### src/rtl/risc_pkg.sv
// Shared datapath constants and types for the basic RISC core.
// Register-file default geometry plus address and data word typedefs.
package risc_pkg;

   localparam int RF_WIDTH = 8;
   localparam int RF_DEPTH = 8;
   localparam int RF_AW    = $clog2(RF_DEPTH);

   typedef logic [RF_AW-1:0]    reg_addr_t;
   typedef logic [RF_WIDTH-1:0] data_t;

endpackage

### src/rtl/rf_cell.sv
// Enabled WIDTH-bit register with async active-low reset to RESET_VAL.
// Latency 1 cycle; no backpressure, holds its value while en is low.
module rf_cell #(
   parameter int               WIDTH     = 8,
   parameter logic [WIDTH-1:0] RESET_VAL = '0
) (
   input  logic             CLK,
   input  logic             RST_N,
   input  logic             en,
   input  logic [WIDTH-1:0] d,
   output logic [WIDTH-1:0] q
);

   always_ff @(posedge CLK or negedge RST_N) begin
      if (!RST_N) begin
         q <= RESET_VAL;
      end else if (en) begin
         q <= d;
      end
   end

endmodule

### src/rtl/reg_file.sv
// DEPTH x WIDTH register file: one write port, two enabled registered read ports with write forwarding.
// Read latency 1 cycle; no backpressure, disabled read ports hold their last value.
module reg_file
   import risc_pkg::*;
#(
   parameter int               WIDTH     = RF_WIDTH,
   parameter int               DEPTH     = RF_DEPTH,
   parameter bit               ZERO_R0   = 1'b1,
   parameter logic [WIDTH-1:0] RESET_VAL = '0,
   localparam int              AW        = $clog2(DEPTH)
) (
   input  logic             CLK,
   input  logic             RST_N,
   input  logic             WE,
   input  logic [AW-1:0]    WADDR,
   input  logic [WIDTH-1:0] WDATA,
   input  logic             REN_A,
   input  logic [AW-1:0]    RADDR_A,
   output logic [WIDTH-1:0] RDATA_A,
   input  logic             REN_B,
   input  logic [AW-1:0]    RADDR_B,
   output logic [WIDTH-1:0] RDATA_B
);

   logic [WIDTH-1:0] mem_q [DEPTH];
   logic [WIDTH-1:0] rd_a_nxt;
   logic [WIDTH-1:0] rd_b_nxt;

   for (genvar i = 0; i < DEPTH; i++) begin : g_cell
      if (ZERO_R0 && i == 0) begin : g_zero
         assign mem_q[i] = '0;
      end else begin : g_store
         logic wr_en;
         assign wr_en = WE && (WADDR == AW'(i));

         rf_cell #(
            .WIDTH    (WIDTH),
            .RESET_VAL(RESET_VAL)
         ) u_cell (
            .CLK  (CLK),
            .RST_N(RST_N),
            .en   (wr_en),
            .d    (WDATA),
            .q    (mem_q[i])
         );
      end
   end

   // Forwarded write data wins over the stored word; the zero register overrides both.
   always_comb begin
      rd_a_nxt = mem_q[RADDR_A];
      if (WE && (WADDR == RADDR_A)) begin
         rd_a_nxt = WDATA;
      end
      if (ZERO_R0 && (RADDR_A == '0)) begin
         rd_a_nxt = '0;
      end
   end

   always_comb begin
      rd_b_nxt = mem_q[RADDR_B];
      if (WE && (WADDR == RADDR_B)) begin
         rd_b_nxt = WDATA;
      end
      if (ZERO_R0 && (RADDR_B == '0)) begin
         rd_b_nxt = '0;
      end
   end

   rf_cell #(
      .WIDTH    (WIDTH),
      .RESET_VAL(RESET_VAL)
   ) u_rd_a (
      .CLK  (CLK),
      .RST_N(RST_N),
      .en   (REN_A),
      .d    (rd_a_nxt),
      .q    (RDATA_A)
   );

   rf_cell #(
      .WIDTH    (WIDTH),
      .RESET_VAL(RESET_VAL)
   ) u_rd_b (
      .CLK  (CLK),
      .RST_N(RST_N),
      .en   (REN_B),
      .d    (rd_b_nxt),
      .q    (RDATA_B)
   );

endmodule
### config.mk
export PLATFORM = sky130hd
export DESIGN_NAME = reg_file
export DESIGN_NICKNAME = d
export VERILOG_FILES = /design/src/rtl/risc_pkg.sv /design/src/rtl/rf_cell.sv /design/src/rtl/reg_file.sv
export SDC_FILE = /design/constraint.sdc
export NUM_CORES = 1
export LEC_CHECK = 0
export BUFFER_PORTS_ARGS = -buffer_cell sky130_fd_sc_hd__buf_2
export CORE_MARGIN = 10
export CORE_UTILIZATION = 60
export CTS_BUF_LIST = sky130_fd_sc_hd__clkbuf_8 sky130_fd_sc_hd__clkbuf_16
export DETAILED_ROUTE_END_ITERATION = 8
export HOLD_SLACK_MARGIN = 0.05
export PLACE_DENSITY = 0.9
export RECOVER_POWER = 25
export SETUP_SLACK_MARGIN = 0.1
export SLEW_MARGIN = 20
export SYNTH_ARGS = -nofsm -noshare
export SYNTH_HDL_FRONTEND = slang
export SYNTH_HIERARCHICAL = 1
export SYNTH_SLANG_ARGS = --single-unit
### constraint.sdc
create_clock -name CLK -period 2.1 [get_ports CLK]
set_input_delay 0.21 -clock CLK [delete_from_list [all_inputs] [get_ports CLK]]
set_output_delay 0.21 -clock CLK [all_outputs]
set_load 0.01 [all_outputs]
Yosys cells after proc, flatten, opt, wreduce, memory -nomap -nowiden
Cells that the tools add are included.

Bits in registers: 72. Latch bits: 0. Bits in writable memories: 0. Memory bits (read-only): 0. Bits of input ports: 22. Word-level logic and storage cells: 43. Memories kept: 0.

Add/sub/neg operators: 0. Multiply operators: 0. Divide/modulo/power cells: 0. $lt $le $gt $ge: 2. Eq/ne operators: 9. Shifts and indexed selects: 0. Muxes and demuxes: 10. Bitwise operators: 2. Reduce and logical (&&, ||, !) cells: 11.

Operators with widths (number): $mux W8 (8); $bmux W8 S3 (2); $eq A3 B3 Y1 const B (4); $logic_and A1 B1 Y1 (9); $ge A4 B4 Y1 const B (2); $not A3 Y4 (2); $eq A3 B2 Y1 const B (2); $eq A3 B3 Y1 (2); $logic_not A3 Y1 (2); $eq A3 B1 Y1 const B (1).

Longest topological paths before layout
Gate-level depths: netlist of the first run.

Depth in word-level cells: 6. Gate-level depth with buffers: 7. Depth with buffers taken out: 5.

Cells and area by module
Netlist of the first run, hierarchy kept.

Modules (own cells, without submodules): rf_cell (instances 9, cells an instance 17, area each 331.6 um2, seq. area each 200.2 um2); reg_file (instances 1, cells an instance 156, area each 1403.8 um2, seq. area each 0.0 um2).

Worst setup path before layout of the first run
Ideal clock, no wire load.

Kind: in2reg. Start: input port RADDR_B[1]. End: register u_rd_b.q[3]. Library setup time: 0.125 ns. Arrival: 1.483 ns. Data required time: 1.975 ns. Setup slack: 0.492 ns. Stages on the path: 7. Path through: buf_2 -> buf_4 -> mux4_2 -> nand2_1 -> o21ai_0 -> a22o_1 -> mux2_4.

Cells in the longest elaborated chain, start to end: 6. Elaborated cells between the ends (all ways): 9. Those cells by class: eq/ne (1); mux (5); bitwise (1); reduce/logical (2).

Ends and longest elaborated chain: from (decl) (line reg_file.sv:21) `input logic [AW-1:0] RADDR_B,`; $not A3 Y4 (implied by the code) (line reg_file.sv:61) `rd_b_nxt = mem_q[RADDR_B];`; $bmux W8 S3 (line reg_file.sv:61); $mux W8 (implied by the code) (2 in series) (line reg_file.sv:61); $mux W8 (line reg_file.sv:62) `if (WE && (WADDR == RADDR_B)) begin`; $mux W8 (*) (line reg_file.sv:65) `if (ZERO_R0 && (RADDR_B == '0)) begin`; named net rd_b_nxt[3] (line reg_file.sv:27) `logic [WIDTH-1:0] rd_b_nxt;`; to (signal assigned) (line rf_cell.sv:16) `q <= RESET_VAL;`; to (signal assigned) (line rf_cell.sv:18) `q <= d;`; to (decl) (line rf_cell.sv:11) `output logic [WIDTH-1:0] q`.

The timed path passes the listed nets; every way through them passes the cells marked *. The select of a mux whose other input is x is not followed. A chain may end at the register's enable or synchronous reset.

Worst setup path after layout of the first run
Start: register g_cell[3].g_store.u_cell.q[4]. End: register u_rd_b.q[4].

Cells in the longest elaborated chain, start to end: 5.

Ends and longest elaborated chain (line): from (decl) (rf_cell.sv:11); from (signal assigned) (rf_cell.sv:16); from (signal assigned) (rf_cell.sv:18); $bmux W8 S3 (reg_file.sv:61); $mux W8 (implied by the code) (2 in series) (reg_file.sv:61); $mux W8 (reg_file.sv:62); $mux W8 (reg_file.sv:65); named net rd_b_nxt[4] (reg_file.sv:27).

The timed path passes the listed nets, and every way through them passes these cells. The select of a mux whose other input is x is not followed.

==> results of run 1 <==
per-stage QoR:
step                      total power [uW]  util [%]  cell area (um^2)  instances
after floorplan                       2850         -              4390        309
after global placement                3170      64.9              4660        445
after detailed placement              3250      64.9              4660        445
after CTS                             4200      67.3              4830        462
after global routing                  4400      67.3              4830        462
final                                 4200      67.3              4830        462
critical path, delay by kind of cell, from the launching register on:
family	cells	cell delay [ns]
muxes	2	0.56
AOI/OAI and AO/OA	3	0.56
DFF	1	0.41
synthesized netlist by cell type (7+ instances only):
master and instances:
nor2_1 7, mux4_2 7, a221oi_1 7, mux2_2 28
a22oi_1 7, buf_6 13, a22o_1 7, o22ai_1 7
inv_1 10, dfrtp_1 72, nand2_1 13, o32ai_1 7
mux2_4 72
timing repair:
| item | 4_1_cts | 5_1_grt |
|---|---|---|
| hold buffers | 1 | 0 |
| hold endpoints to repair | 20 | 0 |
| gates resized for setup | 0 | 0 |
path summary, 6_finish.rpt:
check	start	endpoint	cells past startpoint	slack [ns]
setup / recovery	g_cell[3].g_store.u_cell/q[4]	u_rd_b/q[4]	5	0.44
hold / removal	WDATA[4]	g_cell[5].g_store.u_cell/q[4]	2	0.19
setup reg to reg	g_cell[3].g_store.u_cell/q[4]	u_rd_b/q[4]	5	0.44
hold reg to reg	u_rd_b/q[5]	u_rd_b/q[5]	1	0.51
max in group asynchronous	RST_N	g_cell[1].g_store.u_cell/q[3]	3	0.62
min in group asynchronous	RST_N	g_cell[3].g_store.u_cell/q[5]	2	0.60
registers in the layout, summed over array words and instances (netlist names):
| signal | cells |
|---|---|
| g_cell.g_store.u_cell/q | 56 |
| u_rd_a/q | 8 |
| u_rd_b/q | 8 |
cell type report:
cell class                 count  area (um^2)  share of cell area [%]
inverter                      10         37.5                   0.777
sequential                    72         1800                    37.3
multi-input combinational    204         2320                    48.1
clock inverter                 7         41.3                   0.855
clock buffer                   9          124                    2.56
tap                           99          124                    2.56
timing repair buffer          61          379                    7.85
routing by layer:
metal  vias to the layer above  track usage, %
li1                       1266               -
met1                      1499            25.5
met2                       197            32.0
met3                        49            6.94
met4                         0            8.32
met5                         -               0
cell families after synthesis:
| group | after synthesis |
|---|---|
| DFF | 72 |
| AOI/OAI and AO/OA | 53 |
| buffers and inverters | 33 |
| muxes | 113 |
| xor gates and xnor gates | 5 |
| and+or+nand+nor | 33 |
power groups by stage:
stage	Sequential [uW]	Clock, uW	Combinational [uW]
floorplan	1920	0	931
global placement	1970	0	1200
detailed placement	1990	0	1260
CTS	1970	963	1260
global route	2020	1030	1350
finish	1990	947	1270
==> results.md, run 1 <==
Logic synthesis:
- The share of cell area taken by muxes after synthesis is 37.2%.
- During synthesis, Yosys emitted a total of 6 warnings.
- Ranked by total cell area, the synthesized netlist is headed by dfrtp_1 (41%), mux2_4 (25%), mux2_2 (7.2%).
- Counting flops and latches in the post-synthesis netlist gives 72.
- Of the post-synthesis cell area, the dominant cell type holds 41.1%.
- The main combinational cell family by area after synthesis is multiplexers.
- The average size of a mapped cell is 14.2 um^2.
- The biggest area consumer among synthesized cells is dfrtp_1.
- After synthesis, the netlist uses 48 different library cells.
- In this run, synthesis inferred 0 flip-flops with an integrated enable.
- In the synthesized netlist the dominant register cell turns out to be dfrtp_1.
- Counting every net in the synthesized netlist gives 331.
- After synthesis the cells add up to 4390 um^2.
- After technology mapping, the gate count stands at 309.
- Of the total synthesized cell area, the portion taken by XOR and XNOR cells is 1.51%.
- The simple logic cell fraction of the synthesized area is 3.99%.
- The adder-cell share of the synthesized area is 0%.
- Summing the sequential cell areas from Yosys gives 41.1% of the chip area.
- The fraction of the mapped netlist area in compound gates is 10.1%.
- Of all flip-flops after synthesis, the portion carrying an async set or reset was 100%.

Clock network:
- The clock passes through at most 2 buffers.
- Buffers inserted during clock tree synthesis total 9.
- The clock drives 72 sinks.
- The CTS tree is built.
- The clock transition at the registers of the reported paths is 0.07 ns.
- Clock latency on the worst-skew pair, taken at its later pin, is 0.37 ns.
- The cell sitting at the root of the clock tree is a clkbuf_8.
- The number of setup buffers added after CTS is 0.
- The CTS H-tree depth is 3.

Drt:
- The post-route DRC violation count is 0.
- In the final routed layout, each cell accounts on average for 24.1 um.
- After detailed routing, the wire length on met1 is 4440 um.
- The number of vias after detailed routing is 3011.
- The wire length on met2 is 5200 um.
- The met3 wire length is 1080 um.
- The starting DRC count in detailed routing is 303.
- After detailed routing, the number of vias per cell comes to 6.52.
- The first detailed-routing pass ran for 5 iterations.
- The wire length reported by the detailed router is 11100 um.
- The top layer used by detailed routing is met4.
- The final antenna-violating net count is 0.

Worst setup path:
- On the worst path, the slowest cell contributes a delay of 0.41 ns.
- The critical path launch point type is a flip-flop.
- The critical path goes through mux2_1 > a221o_1 > o2111ai_1 > o31ai_1 > mux2_4.
- The data arrival time of the critical path is 1.92 ns.
- On the critical path, the stage with the largest delay is an instance of dfrtp_1.
- Along the worst path, the maximum fanout reaches 3.
- The critical path capture point type is a flip-flop.
- The class of the most critical setup path is flip-flop to flip-flop.
- Data on the critical path is required at its endpoint by 2.36 ns.

Finish:
- The library cells used most frequently in the layout, excluding fill and tap cells, are mux2_4 (72), dfrtp_1 (72), buf_2 (36).
- 0 antenna diodes ended up in the layout.
- For this run, the post-layout net count is 380.
- Compared with the post-synthesis result, the final layout area differs by 10.1%.
- The share of final-layout standard cells stronger than drive strength 1 is 54.3%.
- Counting the fill cells in the layout gives 508.

Placement:
- The final weighted congestion in routability-driven placement is 0.924.
- The post-place setup slack is 0.131 ns.
- The count of buffers added on input and output ports is 37.
- The HPWL after detailed placement is 7930 um.

Global routing:
- The largest net degree at the start of global routing is 35.
- The overall overflow remaining after global route is 0.
- The via count of the first global-routing pass is 3180.
- The initial antenna violation count came to 0.
- The global-route wire length before repair is 17700 um.
- Across every metal layer, demand over resource in global routing totals 20.5%.

Floorplan:
- The starting density of the core is 61.2%.
- The die is 106 um wide.
- The floorplan has 31 rows.
- The height of the die is 106 um.
- The die footprint is 11100 um^2.
- The core footprint is 7180 um^2.
- In this run the count of I/O pins placed on the die edge is 38.

Timing:
- The pin slew with the least headroom to its limit is 1.18 ns.
- Setup violations remaining at the end of the flow were counted as 0.
- The hold violation total from the final report came to 0.
- The slack of the critical path is 0.445 ns.
- The post-route clock skew is 0.00967 ns.
- The relative max-transition margin is 21.3%.
- On the final layout, the worst hold slack is 0.192 ns.
- Setup repair after global routing left no endpoint under its margin.
- The worst path in the final design needs a cycle of 1.66 ns, including I/O delays and setup.
- The share of the clock period used by the worst path is 78.8%.
- The total count of max-transition violations in the final report was 0.
- The total negative slack for setup checks is 0 ns.
- The highest attainable clock frequency is 0.604 GHz.

Job:
- The number of maximum-capacitance constraint violations is 0.

Pwr:
- In this run the static leakage power is 0.00222 uW.
- Power spread over the standard cell area amounts to 870 nW/um^2.
- The fraction of power spent switching nets is 30.9%.
- The share of total power dissipated in sequential elements is 47.3%.
- The internal power of the cells totals 2900 uW.
- Per report_power, the combinational group accounts for 30.1% of the total.
- The worst-case IR drop observed on VDD is 0.516 mV.
- The clock network is responsible for 22.6% of the overall power.
- The analysis attributes to net switching a power of 1300 uW.

Outcome:
- The run finished with clean final reports.

Worst hold path:
- The path class of the tightest hold or removal check is input port to flip-flop.
No activity file was read; power rests on OpenSTA's default activity.
==> run 2: changes to the inputs <==
Clock period 2.1 ns to 1.7 ns, I/O delays scaled along.
==> run 2 against run 1 <==
Net effect:
- clock skew is 0.0021 ns lower
- cell count is 9.3% higher
- worst hold slack worse by 0.028 ns
- design area is 7.2% higher
- global-route usage is 0.67 points lower
- critical path depth stayed put
- setup slack worse by 0.35 ns
- flip-flop and latch count stayed put
- die area stayed put
- clock power is 26% higher
- first-iteration DRC count is 8.9% lower
==> results.md, run 2 (synthesized netlist as in run 1, its figures left out) <==
Timing:
- Adding up every negative setup slack in the final design gives 0 ns.
- The hold violation total from the final report is 0.
- The slack of the critical path is 0.0912 ns.
- The highest attainable clock frequency is 0.622 GHz.
- The post-route clock skew is 0.00754 ns.
- The total count of max-transition violations in the final report came to 0.
- The relative max-transition margin is 35.1%.
- Setup violations remaining at the end of the flow were counted as 0.
- Final hold analysis gives a worst-case slack of 0.163 ns.
- Setup repair after global routing could not meet its margin everywhere.
- For the finished layout, the period the worst path requires is 1.61 ns.
- The worst path uses 94.6% of the clock period.
- The pin slew with the least headroom to its limit is 0.974 ns.

Finish:
- At the end of the flow, the number of nets in the layout was 423.
- The filler cell count is 445.
- Counting flops per register, the top entry is g_cell.g_store.u_cell/q.
- Excluding fillers, the count of instances in the completed layout stands at 505.
- In the final layout, the registers with the most flip-flops are g_cell.g_store.u_cell/q: 56 flops, u_rd_a/q: 8 flops, u_rd_b/q: 8 flops.
- The number of antenna diodes in the final layout is 0.
- The library cell used most frequently in the layout, excluding fill and tap cells, is mux2_4.
- In the layout the commonest cells are mux2_4 (73), dfrtp_1 (72), buf_4 (64).
- The synthesis-to-layout area growth is 18.0%.
- The number of flip-flops under the largest register name is 56.
- Of the cells placed in the final design, the portion with a size suffix greater than 1 is 60.6%.

Worst hold path:
- The path category of the worst min-delay check is input port to flip-flop.
- The count of cells along the worst hold path is 2.
- The endpoint of the worst hold-timing path is g_cell[2].g_store.u_cell/q[4].
- In this run the most critical hold path is launched from WDATA[4].

Worst setup path:
- STA puts the critical path data required time at 1.96 ns.
- STA classifies the critical path endpoint as a flip-flop.
- The highest fanout seen on the critical path is 3.
- The class of the most critical setup path is flip-flop to flip-flop.
- At the worst endpoint, the arrival time is 1.87 ns.
- The worst register-to-register path has a depth of 5.
- The endpoint identified for the worst register-to-register timing path is u_rd_b/q[3].
- The worst setup path is launched from a flip-flop.
- In this run the register-to-register setup slack is 0.09 ns.
- The origin of the critical flop-to-flop path is g_cell[5].g_store.u_cell/q[3].

Pwr:
- Per report_power, the clock group accounts for 22.0% of the total.
- Overall power consumption after layout is estimated at 5430 uW.
- The internal portion of the total power is 3800 uW.
- For this design the static power due to leakage is 0.00245 uW.
- Across the VDD grid, the largest voltage drop is 0.784 mV.
- In this run switching power makes up 30.0% of total power.
- For this design the ratio of total power to cell area is 1050 nW/um^2.
- Per report_power, the sequential group accounts for 44.4% of the total.
- Combinational cells account for 33.6% of the total power.
- The total net switching power is 1630 uW.

Floorplan:
- After floorplanning, the core was divided into 31 placement rows.
- The core footprint is 7180 um^2.
- For this configuration, the core starts out at a cell density of 61.2%.
- Measured along the x axis, the die boundary spans 106 um.
- The floorplan step defined a die boundary enclosing 11100 um^2.
- For this design the top-level I/O count stands at 38.
- Measured along the y axis, the die boundary spans 106 um.

Drt:
- After detailed routing, the average wire length per cell comes to 22.2 um.
- Detailed routing inserted a total of 3108 vias.
- Dividing the detail-routed via count by the number of cells gives 6.15.
- The starting DRC count in detailed routing is 276.
- The number of optimization iterations in the first detailed-route pass is 6.
- The wire length reported by the detailed router is 11200 um.
- The final antenna-violating net count is 0.
- The post-route DRC violation count is 0.

Global routing:
- The via count of the first global-routing pass came to 3146.
- The initial antenna violation count is 0.
- The total overflow left after global routing is 0.
- The global router's overall resource usage is 19.8%.
- The global-route wire length before repair is 17600 um.
- Entering global routing, the biggest net connects 73 pins.

Placement:
- At the end of routability-driven placement, the weighted congestion stood at 0.890.
- Timing analysis after detailed placement gives a worst setup slack of -0.152 ns.
- The HPWL after detailed placement is 7720 um.
- Port buffering added 37 buffers.
- The total placed cells including tap cells is 466.

Clock network:
- At the later pin of the worst-skew pair, clock insertion delay measures 0.37 ns.
- After clock tree synthesis, the clock-pin slew on the worst setup and hold paths is 0.08 ns.
- The number of buffers inserted during clock tree synthesis is 9.
- The CTS sink count is 72.
- The CTS tree is built.
- No sink is reached through more buffers than the 2 on the longest clock path.
- The root cell of the clock tree is clkbuf_8.
- The H-tree generated during clock tree synthesis spans 3 levels.

Outcome:
- The run finished with clean final reports.

Job:
- The number of maximum-capacitance constraint violations is 0.
==> run 2: cell types whose count changed in the layout (fill, tap and decap cells not counted), sizes merged <==
| cell | change |
|---|---|
| clkinvlp | -1 |
| clkinv | -1 |
| inv | +1 |
| clkbuf | +1 |
| buf | +43 |
==> run 2: layout make-up <==
cell class	count	area, um^2	area share [%]
clock inverters	6	28.8	0.556
flip-flops and latches	72	1800	34.8
well taps	99	124	2.39
inverters	10	37.5	0.725
clock buffers	10	138	2.66
repair buffers	104	703	13.6
multi-input cells	204	2340	45.3
==> run 2: repair_timing <==
| action | in CTS | in global routing |
|---|---|---|
| pin swaps | 1 | 2 |
| cloned | 0 | 0 |
| setup buffers | 4 | 18 |
| hold buffers | 1 | 0 |
| hold endpoints to repair | 72 | 0 |
| resized for setup | 0 | 6 |
| endpoints found under the setup margin | 2 | 11 |
==> run 2: worst max path at each step <==
stage | start | endpoint | cells past startpoint
global route | g_cell[5].g_store.u_cell/q[3] | u_rd_b/q[3] | 5
finish | g_cell[5].g_store.u_cell/q[3] | u_rd_b/q[3] | 5
CTS | g_cell[5].g_store.u_cell/q[3] | u_rd_b/q[3] | 5
detailed placement | RADDR_B[0] | u_rd_b/q[1] | 8
floorplan | RADDR_B[1] | u_rd_b/q[3] | 7
global placement | RADDR_B[0] | u_rd_b/q[6] | 8
==> run 2: worst max-delay path: stages (launching register included) <==
cell     delay [ns]
dfrtp_1        0.41
mux4_2         0.47
nand2_2        0.07
o21ai_0        0.07
a22o_1         0.23
mux2_4         0.25
==> run 2: metal layers <==
metal | track usage, % | up-vias | share of wire, %
li1 | - | 1353 | -
met1 | 26.7 | 1562 | 43
met2 | 30.3 | 167 | 48
met3 | 4.45 | 26 | 7.4
met4 | 7.74 | 0 | 2.3
met5 | 0 | - | 0
==> run 2: power groups by stage <==
stage          Clock (uW)  Sequential [uW]  Combinational, uW
3_3_place_gp            0             2400               1540
3_5_place_dp            0             2440               1600
6_report             1190             2410               1830
5_1_grt              1260             2460               1940
2_1_floorplan           0             2370               1150
4_1_cts              1190             2410               1650
==> run 2: stage by stage <==
step                      area [um^2]  utilization (%)
after floorplan                  4390                -
after global placement           4830             67.3
after detailed placement         4830             67.3
after CTS                        5030             70.1
after global routing             5180             72.2
final                            5180             72.2
